<file path="src/rtl/reg_access_sched.sv">
// rtl/reg_access_sched.sv - round-robin scheduler for the 8-bit register bank write path
// Optional RR_LOCK_EN: a locked winner keeps the grant while it holds req and req_lock.
module reg_access_sched #(
    parameter int NUM_REGS = 8,
    parameter int REG_AW   = 3,
    parameter int NUM_REQ  = 3
) (
    input  logic                      clk,
    input  logic                      rst,
    input  logic [NUM_REQ-1:0]        req,
    input  logic [2*NUM_REQ-1:0]      req_op,
    input  logic [REG_AW*NUM_REQ-1:0] req_dst,
    input  logic [REG_AW*NUM_REQ-1:0] req_src,
    input  logic [NUM_REQ-1:0]        req_lock,
    output logic [NUM_REQ-1:0]        gnt,
    output logic [NUM_REGS-1:0]       en_y,
    output logic                      wr,
    output logic                      clr,
    output logic [NUM_REGS-1:0]       en_s,
    output logic                      swp2,
    output logic [1:0]                bus3_sel,
    output logic [REG_AW-1:0]         bus5_sel,
    output logic                      busy,
    output logic                      err_op
);

    localparam logic [1:0] LAST_REQ = 2'(NUM_REQ - 1);
    localparam logic [2:0] NREQ3    = 3'(NUM_REQ);
    localparam logic [1:0] OP_WRITE = 2'b00;
    localparam logic [1:0] OP_CLEAR = 2'b01;
    localparam logic [1:0] OP_MOVE  = 2'b10;

    typedef enum logic {
        S_IDLE  = 1'b0,
        S_ISSUE = 1'b1
    } state_t;

    state_t                r_state;
    state_t                w_state_nxt;
    logic [1:0]            r_ptr;
    logic [1:0]            w_ptr_nxt;
    logic [1:0]            r_win;
    logic [1:0]            w_win_nxt;
    logic                  r_lock;
    logic                  w_lock_nxt;

    logic [NUM_REQ-1:0]    r_gnt,      w_gnt_nxt;
    logic [NUM_REGS-1:0]   r_en_y,     w_en_y_nxt;
    logic [NUM_REGS-1:0]   r_en_s,     w_en_s_nxt;
    logic                  r_wr,       w_wr_nxt;
    logic                  r_clr,      w_clr_nxt;
    logic                  r_swp2,     w_swp2_nxt;
    logic [1:0]            r_bus3_sel, w_bus3_sel_nxt;
    logic [REG_AW-1:0]     r_bus5_sel, w_bus5_sel_nxt;
    logic                  r_busy,     w_busy_nxt;
    logic                  r_err_op,   w_err_op_nxt;

    logic                  w_hold;
    logic [NUM_REQ-1:0]    w_cand;
    logic [1:0]            w_start;
    logic [2:0]            w_idx;
    logic                  w_found;
    logic [1:0]            w_sel;
    logic [1:0]            w_op;
    logic [REG_AW-1:0]     w_dst;
    logic [REG_AW-1:0]     w_src;
    logic                  w_bad;

`ifndef RR_LOCK_EN
    logic w_unused_lock;
    assign w_unused_lock = ^req_lock;
`endif

    // Candidate set and search start: the previous winner is masked unless its lock still holds.
    always_comb begin
        w_hold = 1'b0;
`ifdef RR_LOCK_EN
        w_hold = (r_state == S_ISSUE) && r_lock && req_lock[r_win] && req[r_win];
`endif
        w_cand  = req;
        w_start = r_ptr;
        if (r_state == S_ISSUE) begin
            if (w_hold) begin
                w_start = r_win;
            end else begin
                w_start = (r_win == LAST_REQ) ? 2'd0 : r_win + 2'd1;
                w_cand[r_win] = 1'b0;
            end
        end

        w_found = 1'b0;
        w_sel   = w_start;
        w_idx   = '0;
        for (int i = 0; i < NUM_REQ; i++) begin
            w_idx = {1'b0, w_start} + 3'(i);
            if (w_idx >= NREQ3) begin
                w_idx = w_idx - NREQ3;
            end
            if (!w_found && w_cand[w_idx[1:0]]) begin
                w_found = 1'b1;
                w_sel   = w_idx[1:0];
            end
        end

        w_op  = req_op[2*w_sel +: 2];
        w_dst = req_dst[REG_AW*w_sel +: REG_AW];
        w_src = req_src[REG_AW*w_sel +: REG_AW];
        w_bad = (w_op == 2'b11)
             || (32'(w_dst) >= NUM_REGS)
             || ((w_op == OP_MOVE) && ((w_src == w_dst) || (32'(w_src) >= NUM_REGS)));
    end

    always_comb begin
        w_state_nxt    = S_IDLE;
        w_ptr_nxt      = (r_state == S_ISSUE) ? w_start : r_ptr;
        w_win_nxt      = r_win;
        w_lock_nxt     = 1'b0;
        w_gnt_nxt      = '0;
        w_en_y_nxt     = '0;
        w_en_s_nxt     = '0;
        w_wr_nxt       = 1'b0;
        w_clr_nxt      = 1'b0;
        w_swp2_nxt     = 1'b0;
        w_bus3_sel_nxt = r_bus3_sel;
        w_bus5_sel_nxt = r_bus5_sel;
        w_busy_nxt     = 1'b0;
        w_err_op_nxt   = 1'b0;

        if (w_found) begin
            w_state_nxt       = S_ISSUE;
            w_win_nxt         = w_sel;
            w_gnt_nxt[w_sel]  = 1'b1;
            w_busy_nxt        = 1'b1;
            w_bus3_sel_nxt    = w_sel;
`ifdef RR_LOCK_EN
            w_lock_nxt        = req_lock[w_sel];
`endif
            if (w_bad) begin
                w_err_op_nxt = 1'b1;
            end else begin
                case (w_op)
                    OP_WRITE: begin
                        w_en_y_nxt[w_dst] = 1'b1;
                        w_wr_nxt          = 1'b1;
                    end
                    OP_CLEAR: begin
                        w_en_y_nxt[w_dst] = 1'b1;
                        w_clr_nxt         = 1'b1;
                    end
                    OP_MOVE: begin
                        w_en_s_nxt[w_dst] = 1'b1;
                        w_swp2_nxt        = 1'b1;
                        w_bus5_sel_nxt    = w_src;
                    end
                    default: begin
                        w_err_op_nxt = 1'b1;
                    end
                endcase
            end
        end
    end

    always_ff @(posedge clk) begin
        if (rst) begin
            r_state    <= S_IDLE;
            r_ptr      <= '0;
            r_win      <= '0;
            r_lock     <= 1'b0;
            r_gnt      <= '0;
            r_en_y     <= '0;
            r_en_s     <= '0;
            r_wr       <= 1'b0;
            r_clr      <= 1'b0;
            r_swp2     <= 1'b0;
            r_bus3_sel <= '0;
            r_bus5_sel <= '0;
            r_busy     <= 1'b0;
            r_err_op   <= 1'b0;
        end else begin
            r_state    <= w_state_nxt;
            r_ptr      <= w_ptr_nxt;
            r_win      <= w_win_nxt;
            r_lock     <= w_lock_nxt;
            r_gnt      <= w_gnt_nxt;
            r_en_y     <= w_en_y_nxt;
            r_en_s     <= w_en_s_nxt;
            r_wr       <= w_wr_nxt;
            r_clr      <= w_clr_nxt;
            r_swp2     <= w_swp2_nxt;
            r_bus3_sel <= w_bus3_sel_nxt;
            r_bus5_sel <= w_bus5_sel_nxt;
            r_busy     <= w_busy_nxt;
            r_err_op   <= w_err_op_nxt;
        end
    end

    assign gnt      = r_gnt;
    assign en_y     = r_en_y;
    assign en_s     = r_en_s;
    assign wr       = r_wr;
    assign clr      = r_clr;
    assign swp2     = r_swp2;
    assign bus3_sel = r_bus3_sel;
    assign bus5_sel = r_bus5_sel;
    assign busy     = r_busy;
    assign err_op   = r_err_op;

endmodule

</file>
<file path="config.mk">
export PLATFORM = sky130hd
export DESIGN_NAME = reg_access_sched
export DESIGN_NICKNAME = d
export VERILOG_FILES = /design/src/rtl/reg_access_sched.sv
export SDC_FILE = /design/constraint.sdc
export NUM_CORES = 1
export LEC_CHECK = 0
export BUFFER_PORTS_ARGS = -buffer_cell sky130_fd_sc_hd__buf_2
export CORE_ASPECT_RATIO = 1.75
export CORE_MARGIN = 2
export CORE_UTILIZATION = 54
export DETAILED_ROUTE_END_ITERATION = 10
export PLACE_DENSITY = 0.84
export SYNTH_ARGS = -nofsm -noshare
export SYNTH_HDL_FRONTEND = slang
export SYNTH_SLANG_ARGS = --single-unit
</file>
<file path="constraint.sdc">
create_clock -name clk -period 5.61 [get_ports clk]
set_input_delay 0 -clock clk [delete_from_list [all_inputs] [get_ports clk]]
set_output_delay 0 -clock clk [all_outputs]
set_load 0.05 [all_outputs]
</file>
==> metrics.csv, run 1 <==
stage,metric,value,unit
place,HPWL reported at the end of detailed placement,3.39,mm
power,leakage power summed over all cells,0.967,nW
floorplan,die height,81.9,um
sta,Rel. slew slack,45.9,%
drt,total wire length after detailed routing,4.42,mm
clocking,clock insertion delay at the later pin of the skew report,0.28,ns
layout,area taken by multi-input logic gates,1170,um2
logic_synthesis,commonest cells in the netlist,"31 x sky130_fd_sc_hd__dfxtp_1, 23 x sky130_fd_sc_hd__nor2_1, 22 x sky130_fd_sc_hd__nand2_1",
clocking,clock transition at the register clock pins on the worst setup and hold paths after CTS,0.07,ns
grt,wire length of the first global-routing pass,7.27,mm
logic_synthesis,total of flip-flops plus latches after synthesis,31,
grt,Congestion Overflow GR,0,
setup_path,CP top delay family,compound AO/OA/AOI/OAI gates,
setup_path,endpoint arrival time on the critical path,3.98,ns
logic_synthesis,most area-consuming cells after synthesis,"sky130_fd_sc_hd__dfxtp_1 33%, sky130_fd_sc_hd__nor2_1 4.6%, sky130_fd_sc_hd__nand2_1 4.4%, sky130_fd_sc_hd__nor3b_1 4.0%, sky130_fd_sc_hd__a221oi_1 2.8%",
grt,largest net degree at the start of global routing,17,
drt,First-pass DRT Iterations,4,
logic_synthesis,number of standard cells after synthesis,206,
grt,via count of the first global-routing pass,1659,
power,cell internal power dissipation,765,uW
power,switching power of the nets,904,uW
setup_path,element type at the critical path start,flop,
drt,highest routed layer,met4,
clocking,total CTS buffers,5,
sta,Final Skew,0.00847,ns
setup_path,endpoint kind of the worst setup timing path,flop,
logic_synthesis,average cell area after synthesis,9.10,um2
clocking,hold bufs inserted after CTS,0,
setup_path,chain of cells forming the critical path,"nor3b_1, o21ai_1, a31oi_2, or2_1, mux2_1, a31oi_1, xor2_1, nor2_2, a211oi_4, nor3b_1",
sta,final critical-path share of the clock period,67.5,%
sta,unrepaired setup endpoints after global routing,false,
setup_path,Critical Path Slowest Stage Cell,sky130_fd_sc_hd__dfxtp_1,
layout,fraction of final layout cells with drive strength greater than 1,34.1,%
drt,DRC marker count from the first detailed-route iteration,32,
layout,layout filler cell count,303,
power,logic gate share of total power,70.3,%
sta,number of pins exceeding their max-slew limit in the final report,0,
grt,initial antenna violation count,0,
logic_synthesis,Post-Syn Nets,238,
setup_path,max incr delay on CP,0.64,ns
worst_hold_path,Tightest Hold Check Type,in -> reg,
setup_path,category of the most critical setup path,reg -> reg,
logic_synthesis,number of distinct standard cells referenced by the synthesized netlist,62,
drt,Via density,5.84,
layout,area occupied by registers,621,um2
power,worst supply voltage drop on vdd,0.433,mV
floorplan,Initial Util,55.7,%
clocking,Max Root-Sink Buffers,2,
clocking,clock tree sinks,31,
floorplan,total die area,3980,um2
sta,worst hold slack across all endpoints,0.0297,ns
power,clock share of power,10.3,%
drt,routed wl met3,188,um
setup_path,Buffers & Inverters on Critical Path,0,
logic_synthesis,fraction of registers with async set or reset after synthesis,0,%
power,Pwr per Cell Area,745,nW/um2
power,Flop pwr share,19.4,%
logic_synthesis,Synth Warn #,0,
setup_path,CP most frequent cell,sky130_fd_sc_hd__nor3b_1,
sta,min Tclk post-route,3.79,ns
logic_synthesis,most common cell in the netlist,sky130_fd_sc_hd__dfxtp_1,
setup_path,Critical Path Fanout Max,15,
drt,vias post-DR,1787,
logic_synthesis,number of enable flip-flop cells after synthesis,0,
logic_synthesis,top-area cell type share of the netlist area,33.1,%
clocking,Clock Tree Root,sky130_fd_sc_hd__clkbuf_8,
clocking,TritonCTS clock tree,built,
drt,routed length on met1,1.60,mm
layout,area added between synthesis and finish,19.6,%
logic_synthesis,post-synthesis instance area,1870,um2
logic_synthesis,predominant post-synthesis flop cell,sky130_fd_sc_hd__dfxtp_1,
drt,met2 routed WL,2.50,mm
layout,number of antenna diodes,0,
sta,# setup viols final,0,
sta,total negative slack for setup checks,0,ns
sta,fmax,264,MHz
power,switching power share of the total,54.2,%
clocking,buffers inserted by post-CTS timing repair,0,
setup_path,data required time of the critical path,5.80,ns
floorplan,Horiz. Die Dim,48.5,um
clocking,Clock H-tree levels,2,
sta,hold violation count in the final report,0,
floorplan,number of ports placed on the die boundary,61,
drt,number of design rule violations left after detail routing,0,
outcome,run status,"finished, final reports clean",
floorplan,core region area,3360,um2
clocking,quantity of gates resized following cts,0,
drt,per-cell routed wire length,14.4,um
place,Placer Congestion,0.877,
place,number of buffer cells added on primary ports,57,
sta,actual transition at the worst max-transition pin,0.812,ns
floorplan,FP Rows,28,
logic_synthesis,sequential area share after synthesis,33.1,%
logic_synthesis,Yosys top cell by area,sky130_fd_sc_hd__dfxtp_1,
drt,number of antenna-violating nets in the routed design,0,
grt,global routing usage summed across all routing layers,23.7,%
run,max-capacitance violation count,0,
layout,number of nets in the layout,293,
-- logic make-up (layout without fill, tap and decap cells) --
kind of cell | count (synthesis) | after routing | share of synthesized area (%)
simple gates | 89 | 89 | 25.8
xor+xnor | 4 | 4 | 2.27
flops | 31 | 31 | 33.1
compound gates | 58 | 58 | 28.4
buf+inv | 15 | 70 | 4.54
mux | 9 | 9 | 5.87
-- layout make-up --
type	count	share of cell area (%)
Sequential cell	31	27.7
Tap cell	45	2.51
Clock inverter	1	0.223
Inverter	6	1.01
Multi-Input combinational cell	160	52.1
Timing Repair Buffer	57	12.7
Clock buffer	6	3.69
-- worst register-to-register path: cells and delay by family (launching register included) --
kind	cells	cell delay [ns]
simple gates	4	1.20
compound gates	4	1.26
mux	1	0.39
xor+xnor	1	0.21
flops	1	0.64
-- path summary, 6_finish.rpt --
path,startpoint,to,slack (ns),cells after the start
min reg2reg,bus5_sel[2],bus5_sel[2],0.47,2
min,rst,r_ptr[0],0.03,2
max reg2reg,busy,en_s[7],1.82,10
max,busy,en_s[7],1.82,10
-- cell usage in the layout, fill, tap and decap left out, types with 2 or more instances in the layout --
master / count
sky130_fd_sc_hd__xnor2_1: 2
sky130_fd_sc_hd__buf_2: 57
sky130_fd_sc_hd__and4_1: 3
sky130_fd_sc_hd__clkbuf_8: 6
sky130_fd_sc_hd__o211ai_1: 4
sky130_fd_sc_hd__o21a_1: 2
sky130_fd_sc_hd__and3_1: 3
sky130_fd_sc_hd__nor2b_1: 4
sky130_fd_sc_hd__nor2_1: 23
sky130_fd_sc_hd__nor3b_1: 10
sky130_fd_sc_hd__inv_1: 6
sky130_fd_sc_hd__nand3_1: 4
sky130_fd_sc_hd__and2_1: 3
sky130_fd_sc_hd__nor3_1: 2
sky130_fd_sc_hd__mux2_1: 3
sky130_fd_sc_hd__dfxtp_1: 31
sky130_fd_sc_hd__a311oi_1: 2
sky130_fd_sc_hd__mux2i_1: 2
sky130_fd_sc_hd__a211oi_1: 3
sky130_fd_sc_hd__a221oi_1: 6
sky130_fd_sc_hd__nand2b_1: 5
sky130_fd_sc_hd__a31o_2: 2
sky130_fd_sc_hd__o21ai_1: 3
sky130_fd_sc_hd__a31oi_1: 5
sky130_fd_sc_hd__a32oi_1: 5
sky130_fd_sc_hd__mux2_4: 3
sky130_fd_sc_hd__a31oi_2: 3
sky130_fd_sc_hd__a21oi_1: 5
sky130_fd_sc_hd__nand2_1: 22
-- stage by stage --
| stage | cell area (um2) | setup slack (ns) | utilization (%) | instances | power (mW) |
|---|---|---|---|---|---|
| after floorplan | 1870 | 2.33 | - | 206 | 1.31 |
| after global placement | 2150 | 1.98 | 64.0 | 299 | 1.47 |
| after detailed placement | 2150 | 1.92 | 64.0 | 299 | 1.49 |
| after CTS | 2240 | 1.89 | 66.6 | 306 | 1.66 |
| after global routing | 2240 | 1.53 | 66.6 | 306 | 1.78 |
| final | 2240 | 1.82 | 66.6 | 306 | 1.67 |
-- power by group through the flow --
stage	Combinational (mW)	Clock, mW	Sequential (mW)
CTS	1.17	0.172	0.322
global route	1.27	0.184	0.333
finish	1.17	0.173	0.323
global placement	1.14	0	0.324
floorplan	0.825	0	0.486
detailed placement	1.16	0	0.327
-- registers in the layout (all words and copies together), names as in the netlist --
name / cells
en_s: 8
en_y: 8
bus5_sel: 3
gnt: 3
bus3_sel: 2
r_ptr: 2
busy: 1
clr: 1
err_op: 1
swp2: 1
wr: 1
-- layer usage --
layer | GRT usage, % | vias up
li1 | - | 878
met1 | 23.1 | 832
met2 | 45.7 | 64
met3 | 4.55 | 13
met4 | 14.6 | 0
met5 | 0 | -
(Power assumes the default switching activity.)
==> inputs of run 2 (changes only) <==
CORE_UTILIZATION = 50   (was 54)
PLACE_DENSITY = 0.79   (was 0.84)
clock period = 4 ns   (was 5.61 ns; I/O delays follow)
==> run 2 against run 1 <==
Against the previous run:
- sequential share of layout area fell by 0.65 points
- fmax rose by 6.5%
- power rose by 46%
- global-route usage fell by 0.86 points
- critical path depth fell by 1
- count of clock-buffer cells in the layout did not move
- register-to-register slack got worse by 1.4 ns
- cell area rose by 2.4%
- hold slack improved by 0.017 ns
- setup slack got worse by 1.4 ns
- largest cell class unchanged
==> metrics.csv, run 2 (synthesis gave the netlist of run 1 again) <==
stage,metric,value,unit,change
outcome,run status,"finished, final reports clean",,
power,switching power of the nets,1.28,mW,+42%
worst_hold_path,endpoint with the worst hold slack,r_ptr[0],,
clocking,total CTS buffers,5,,unchanged
power,worst supply voltage drop on vdd,0.528,mV,+22%
floorplan,Initial Util,52.2,%,-3.6 points
grt,wire length of the first global-routing pass,7.54,mm,+3.8%
place,HPWL reported at the end of detailed placement,3.59,mm,+5.8%
setup_path,reg-to-reg setup timing slack,0.44,ns,-1.38 ns
sta,Final Skew,0.00336,ns,-0.00511 ns
layout,fraction of final layout cells with drive strength greater than 1,35.1,%,+0.99 points
setup_path,element type at the critical path start,flop,,
layout,Final Util,63.9,%,-2.7 points
place,post-placement worst setup slack,0.456,ns,-1.46 ns
setup_path,CP top delay family,compound AO/OA/AOI/OAI gates,,
drt,Via density,5.73,,-1.9%
setup_path,Critical Path Fanout Max,10,,-5
clocking,clock transition at the register clock pins on the worst setup and hold paths after CTS,0.07,ns,about the same
place,cell area after placement,2180,um2,+1.1%
sta,total negative slack for setup checks,0,ns,unchanged
layout,most common library cell in the layout ignoring fill and taps,sky130_fd_sc_hd__buf_2,,
floorplan,core region area,3590,um2,+6.8%
drt,vias post-DR,1781,,-0.34%
sta,worst hold slack across all endpoints,0.0467,ns,+0.0170 ns
layout,design area,2290,um2,+2.4%
sta,final critical-path share of the clock period,88.9,%,+21 points
layout,number of nets in the layout,296,,+1.0%
sta,hold violation count in the final report,0,,unchanged
setup_path,endpoint arrival time on the critical path,3.75,ns,-0.23 ns
worst_hold_path,Cells on Worst Hold Path,2,,unchanged
sta,number of pins exceeding their max-slew limit in the final report,0,,unchanged
setup_path,max incr delay on CP,0.58,ns,-0.06 ns
worst_hold_path,Tightest Hold Check Type,in -> reg,,
power,cell internal power dissipation,1.15,mW,+51%
clocking,hold bufs inserted after CTS,0,,unchanged
sta,actual transition at the worst max-transition pin,0.720,ns,-0.0920 ns
power,clock share of power,13.2,%,+2.9 points
layout,"commonest cells after routing, fill and taps aside","57 x sky130_fd_sc_hd__buf_2, 31 x sky130_fd_sc_hd__dfxtp_1, 23 x sky130_fd_sc_hd__nor2_1",,
setup_path,RR Endpoint,bus5_sel[2],,
sta,# setup viols final,0,,unchanged
floorplan,FP Rows,29,,+3.6%
power,Flop pwr share,18.3,%,-1.1 points
drt,DRC marker count from the first detailed-route iteration,25,,-22%
grt,via count of the first global-routing pass,1791,,+8.0%
floorplan,number of ports placed on the die boundary,61,,unchanged
grt,Congestion Overflow GR,0,,unchanged
floorplan,die height,85.0,um,+3.7%
sta,final critical-path setup slack,0.444,ns,-1.38 ns
clocking,Clock Tree Root,sky130_fd_sc_hd__clkbuf_8,,
grt,initial antenna violation count,0,,unchanged
setup_path,data required time of the critical path,4.19,ns,-1.61 ns
worst_hold_path,launch instance of the worst min-delay path,rst,,
sta,unrepaired setup endpoints after global routing,false,,
drt,per-cell routed wire length,14.5,um,+0.20%
clocking,TritonCTS clock tree,built,,
power,logic gate share of total power,68.5,%,-1.8 points
clocking,buffers inserted by post-CTS timing repair,0,,unchanged
setup_path,endpoint kind of the worst setup timing path,flop,,
sta,Rel. slew slack,52.0,%,+6.1 points
place,Placer Congestion,0.812,,-7.4%
power,Pwr per Cell Area,1060,nW/um2,+42%
drt,First-pass DRT Iterations,4,,unchanged
floorplan,total die area,4270,um2,+7.5%
run,max-capacitance violation count,0,,unchanged
clocking,quantity of gates resized following cts,0,,unchanged
grt,global routing usage summed across all routing layers,22.8,%,-0.86 points
layout,number of antenna diodes,0,,unchanged
setup_path,critical register-to-register path startpoint,r_ptr[0],,
floorplan,Horiz. Die Dim,50.3,um,+3.6%
clocking,Clock H-tree levels,2,,unchanged
layout,area added between synthesis and finish,22.4,%,
clocking,clock insertion delay at the later pin of the skew report,0.28,ns,about the same
drt,total wire length after detailed routing,4.50,mm,+1.8%
setup_path,category of the most critical setup path,reg -> reg,,
place,number of buffer cells added on primary ports,57,,unchanged
sta,min Tclk post-route,3.56,ns,-0.233 ns
drt,number of design rule violations left after detail routing,0,,unchanged
power,leakage power summed over all cells,0.996,nW,+3.0%
drt,number of antenna-violating nets in the routed design,0,,unchanged
sta,fmax,281,MHz,+6.5%
setup_path,Buffers & Inverters on Critical Path,0,,unchanged
setup_path,chain of cells forming the critical path,"mux2_4, a22oi_1, nand2_1, o22ai_2, and2_1, a31oi_2, a211oi_1, a21bo_1, a221oi_1",,
grt,largest net degree at the start of global routing,13,,-4
setup_path,Critical Path Slowest Stage Cell,sky130_fd_sc_hd__dfxtp_1,,
setup_path,FF-to-FF path depth,9,,-1
clocking,Max Root-Sink Buffers,2,,unchanged
power,switching power share of the total,52.7,%,-1.5 points
clocking,clock tree sinks,31,,unchanged
==> run 2: changes by cell type in the layout (fill, tap and decap cells not counted) <==
| cell | change |
|---|---|
| sky130_fd_sc_hd__bufinv_16 | +1 |
| sky130_fd_sc_hd__buf_4 | +3 |
==> run 2: how the worst max path moves through the flow <==
| stage | from | cells past startpoint | endpoint | slack [ns] |
|---|---|---|---|---|
| 4_1_cts | r_ptr[0] | 9 | bus5_sel[0] | 0.43 |
| 3_5_place_dp | r_ptr[0] | 9 | bus5_sel[0] | 0.46 |
| 2_1_floorplan | bus3_sel[1] | 12 | en_s[2] | 0.72 |
| 6_report | r_ptr[0] | 9 | bus5_sel[2] | 0.44 |
| 5_1_grt | busy | 10 | bus5_sel[1] | 0.10 |
| 3_3_place_gp | busy | 11 | en_s[3] | 0.55 |
==> run 2: metrics by stage <==
step / cells / total power, mW
4_1_cts: 311 / 2.43
5_1_grt: 311 / 2.60
3_5_place_dp: 303 / 2.11
3_3_place_gp: 303 / 2.08
2_1_floorplan: 206 / 1.84
6_report: 311 / 2.43
==> run 2: area by class of cell <==
| class | instances | area [um2] |
|---|---|---|
| clock buffers | 6 | 82.6 |
| clock inverters | 2 | 35.0 |
| fillers | 348 | 1300 |
| inverters | 6 | 22.5 |
| multi-input cells | 160 | 1170 |
| flip-flops and latches | 31 | 621 |
| well taps | 46 | 57.6 |
| repair buffers | 60 | 308 |
==> run 2: power groups by stage <==
stage                     Combinational (mW)  Clock, mW  Sequential [mW]
after floorplan                         1.16          0            0.681
after global placement                  1.63          0            0.448
after detailed placement                1.66          0            0.451
after CTS                               1.67      0.322            0.444
after global routing                    1.81      0.334            0.457
final                                   1.67      0.321            0.445
==> run 2: per-layer routing <==
layer / GRT usage (%) / part of all wire, %
met1: 21.3 / 36
met2: 42.2 / 55
met3: 3.70 / 4.2
met4: 16.9 / 4.9
met5: 0 / 0
==> inputs of run 3 (changes only) <==
clock period = 3.4 ns   (was 4 ns; I/O delays follow)
==> run 3 against run 2 <==
Against the previous run:
- via count up 5.9%
- critical path depth up 1
- sequential share of layout area down 1.5 points
- largest cell class unchanged
- largest power group unchanged
- clock power up 17%
- cell area up 6.9%
- count of clock-buffer cells in the layout unchanged
- core utilization up 4.4 points
- die area unchanged
- global-route usage about the same
==> metrics.csv, run 3 (synthesis gave the netlist of run 1 again) <==
stage,metric,value,unit,change
grt,initial antenna violation count,0,,unchanged
floorplan,core region area,3590,um2,unchanged
grt,most crowded layer after global routing,met2,,
layout,number of antenna diodes,0,,unchanged
clocking,total CTS buffers,5,,unchanged
outcome,run status,"finished, final reports clean",,
clocking,Max Root-Sink Buffers,2,,unchanged
layout,layout filler cell count,315,,-9.5%
setup_path,Critical Path Fanout Max,6,,-4
floorplan,die height,85.0,um,unchanged
sta,Rel. slew slack,71.5,%,+20 points
setup_path,max incr delay on CP,0.40,ns,-0.18 ns
setup_path,data required time of the critical path,3.58,ns,-0.61 ns
place,Placer Congestion,0.895,,+10%
layout,"commonest cells after routing, fill and taps aside","57 x sky130_fd_sc_hd__buf_2, 27 x sky130_fd_sc_hd__dfxtp_1, 23 x sky130_fd_sc_hd__nor2_1",,
layout,fraction of final layout cells with drive strength greater than 1,42.6,%,+7.5 points
place,number of buffer cells added on primary ports,57,,unchanged
setup_path,endpoint kind of the worst setup timing path,flop,,
drt,Via density,5.75,,+0.41%
grt,fraction of met3 tracks used by global routing,4.58,%,+0.88 points
layout,most common library cell in the layout ignoring fill and taps,sky130_fd_sc_hd__buf_2,,
clocking,Clock H-tree levels,2,,unchanged
layout,final non-filler cell total,328,,+5.5%
drt,vias post-DR,1886,,+5.9%
clocking,clock tree sinks,31,,unchanged
sta,total negative slack for setup checks,0,ns,unchanged
floorplan,number of ports placed on the die boundary,61,,unchanged
layout,area taken by multi-input logic gates,1200,um2,+2.9%
grt,largest net degree at the start of global routing,13,,unchanged
place,HPWL reported at the end of detailed placement,3.70,mm,+3.1%
place,number of cells in the design after placement,319,,+5.3%
sta,hold violation count in the final report,0,,unchanged
layout,area occupied by registers,626,um2,+0.81%
sta,Final Skew,0.00574,ns,+0.00238 ns
sta,actual transition at the worst max-transition pin,0.425,ns,-0.295 ns
clocking,hold bufs inserted after CTS,0,,unchanged
setup_path,chain of cells forming the critical path,"mux2_4, a221oi_4, and4_2, o21ba_2, a221oi_1, a31o_2, xnor2_1, nor2_2, nand2_1, a221oi_1",,
grt,wire length of the first global-routing pass,7.49,mm,-0.73%
power,Pwr per Cell Area,1310,nW/um2,+24%
grt,Congestion Overflow GR,0,,unchanged
power,leakage power summed over all cells,1.08,nW,+8.4%
setup_path,Critical Path Slowest Stage Cell,sky130_fd_sc_hd__and4_2,,
layout,number of nets in the layout,313,,+5.7%
setup_path,element type at the critical path start,flop,,
drt,DRC marker count from the first detailed-route iteration,33,,+32%
grt,GR Layer Usage met2,43.7,%,+1.4 points
grt,via count of the first global-routing pass,1826,,+2.0%
layout,Final Util,68.3,%,+4.4 points
grt,global routing usage summed across all routing layers,22.8,%,about the same
floorplan,Initial Util,52.2,%,unchanged
sta,min Tclk post-route,3.17,ns,-0.385 ns
setup_path,endpoint arrival time on the critical path,3.35,ns,-0.40 ns
sta,final critical-path share of the clock period,93.3,%,+4.4 points
drt,First-pass DRT Iterations,4,,unchanged
grt,GR Util met1,18.8,%,-2.5 points
clocking,TritonCTS clock tree,built,,
floorplan,total die area,4270,um2,unchanged
setup_path,category of the most critical setup path,reg -> reg,,
sta,number of pins exceeding their max-slew limit in the final report,0,,unchanged
drt,total wire length after detailed routing,4.81,mm,+6.9%
clocking,clock insertion delay at the later pin of the skew report,0.28,ns,about the same
sta,# setup viols final,0,,unchanged
layout,area added between synthesis and finish,30.9,%,
worst_hold_path,Tightest Hold Check Type,in -> reg,,
setup_path,CP most frequent cell,sky130_fd_sc_hd__a221oi_1,,
power,worst supply voltage drop on vdd,0.711,mV,+35%
drt,per-cell routed wire length,14.7,um,+1.4%
run,max-capacitance violation count,0,,unchanged
clocking,Clock Tree Root,sky130_fd_sc_hd__clkbuf_8,,
sta,fmax,315,MHz,+12%
floorplan,FP Rows,29,,unchanged
floorplan,Horiz. Die Dim,50.3,um,unchanged
drt,number of antenna-violating nets in the routed design,0,,unchanged
power,power after layout,3.21,mW,+32%
clocking,clock transition at the register clock pins on the worst setup and hold paths after CTS,0.07,ns,about the same
drt,number of design rule violations left after detail routing,0,,unchanged
-- run 3: changes by cell type in the layout (fill, tap and decap cells not counted), moves of 2 or more --
cell,delta
sky130_fd_sc_hd__and2_2,+2
sky130_fd_sc_hd__dfxtp_1,-4
sky130_fd_sc_hd__and2_1,-2
sky130_fd_sc_hd__dfxtp_2,+4
sky130_fd_sc_hd__buf_4,+16
-- run 3: layout make-up --
cell class | count | share of cell area [%]
tap | 46 | 2.35
inverter | 6 | 0.918
clock buffer | 6 | 3.37
sequential | 31 | 25.5
clock inverter | 2 | 1.43
timing repair buffer | 76 | 17.4
multi-input combinational | 161 | 49.0
-- run 3: metal layers --
metal | routed length, um | vias up | share of wire [%]
met5 | 0 | - | 0
li1 | - | 922 | -
met1 | 1620 | 874 | 34
met3 | 218 | 16 | 4.5
met2 | 2780 | 74 | 58
met4 | 198 | 0 | 4.1
-- run 3: metrics by stage --
| stage | hold WS, ns | area [um2] | worst slack, ns |
|---|---|---|---|
| after floorplan | 0.0916 | 1870 | 0.115 |
| after global routing | 0.0638 | 2450 | -0.000675 |
| after detailed placement | 0.327 | 2300 | 0.114 |
| after global placement | 0.318 | 2300 | 0.207 |
| after CTS | 0.0258 | 2410 | 0.0685 |
| final | 0.0261 | 2450 | 0.229 |
-- run 3: worst max-delay path: cells and delay by family, from the launching register on --
kind / cells / cell delay (ns)
multiplexers: 1 / 0.34
AND/OR/NAND/NOR: 3 / 0.81
flip-flops: 1 / 0.39
AO/OA/AOI/OAI: 5 / 1.37
XOR/XNOR: 1 / 0.15
-- run 3: worst paths after layout --
kind / from / end / slack [ns] / cells after the start
worst max-delay path: r_ptr[0] / bus5_sel[2] / 0.23 / 10
worst min-delay path: rst / r_ptr[1] / 0.03 / 2
worst max register to register: r_ptr[0] / bus5_sel[2] / 0.23 / 10
worst min register to register: bus5_sel[0] / bus5_sel[0] / 0.47 / 2
-- run 3: report_power, final --
group          switching [mW]  internal [mW]  leakage (nW)  total (mW)
registers              0.0627          0.463         0.254       0.526
clock network           0.137          0.237        0.0612       0.374
logic                    1.43          0.885         0.765        2.31
total                    1.63           1.59          1.08        3.21
-- run 3: timing repair --
| action | in CTS | in global routing |
|---|---|---|
| buffers inserted | 0 | 0 |
| gates resized for setup | 0 | 11 |
| endpoints found under the setup margin | 0 | 13 |
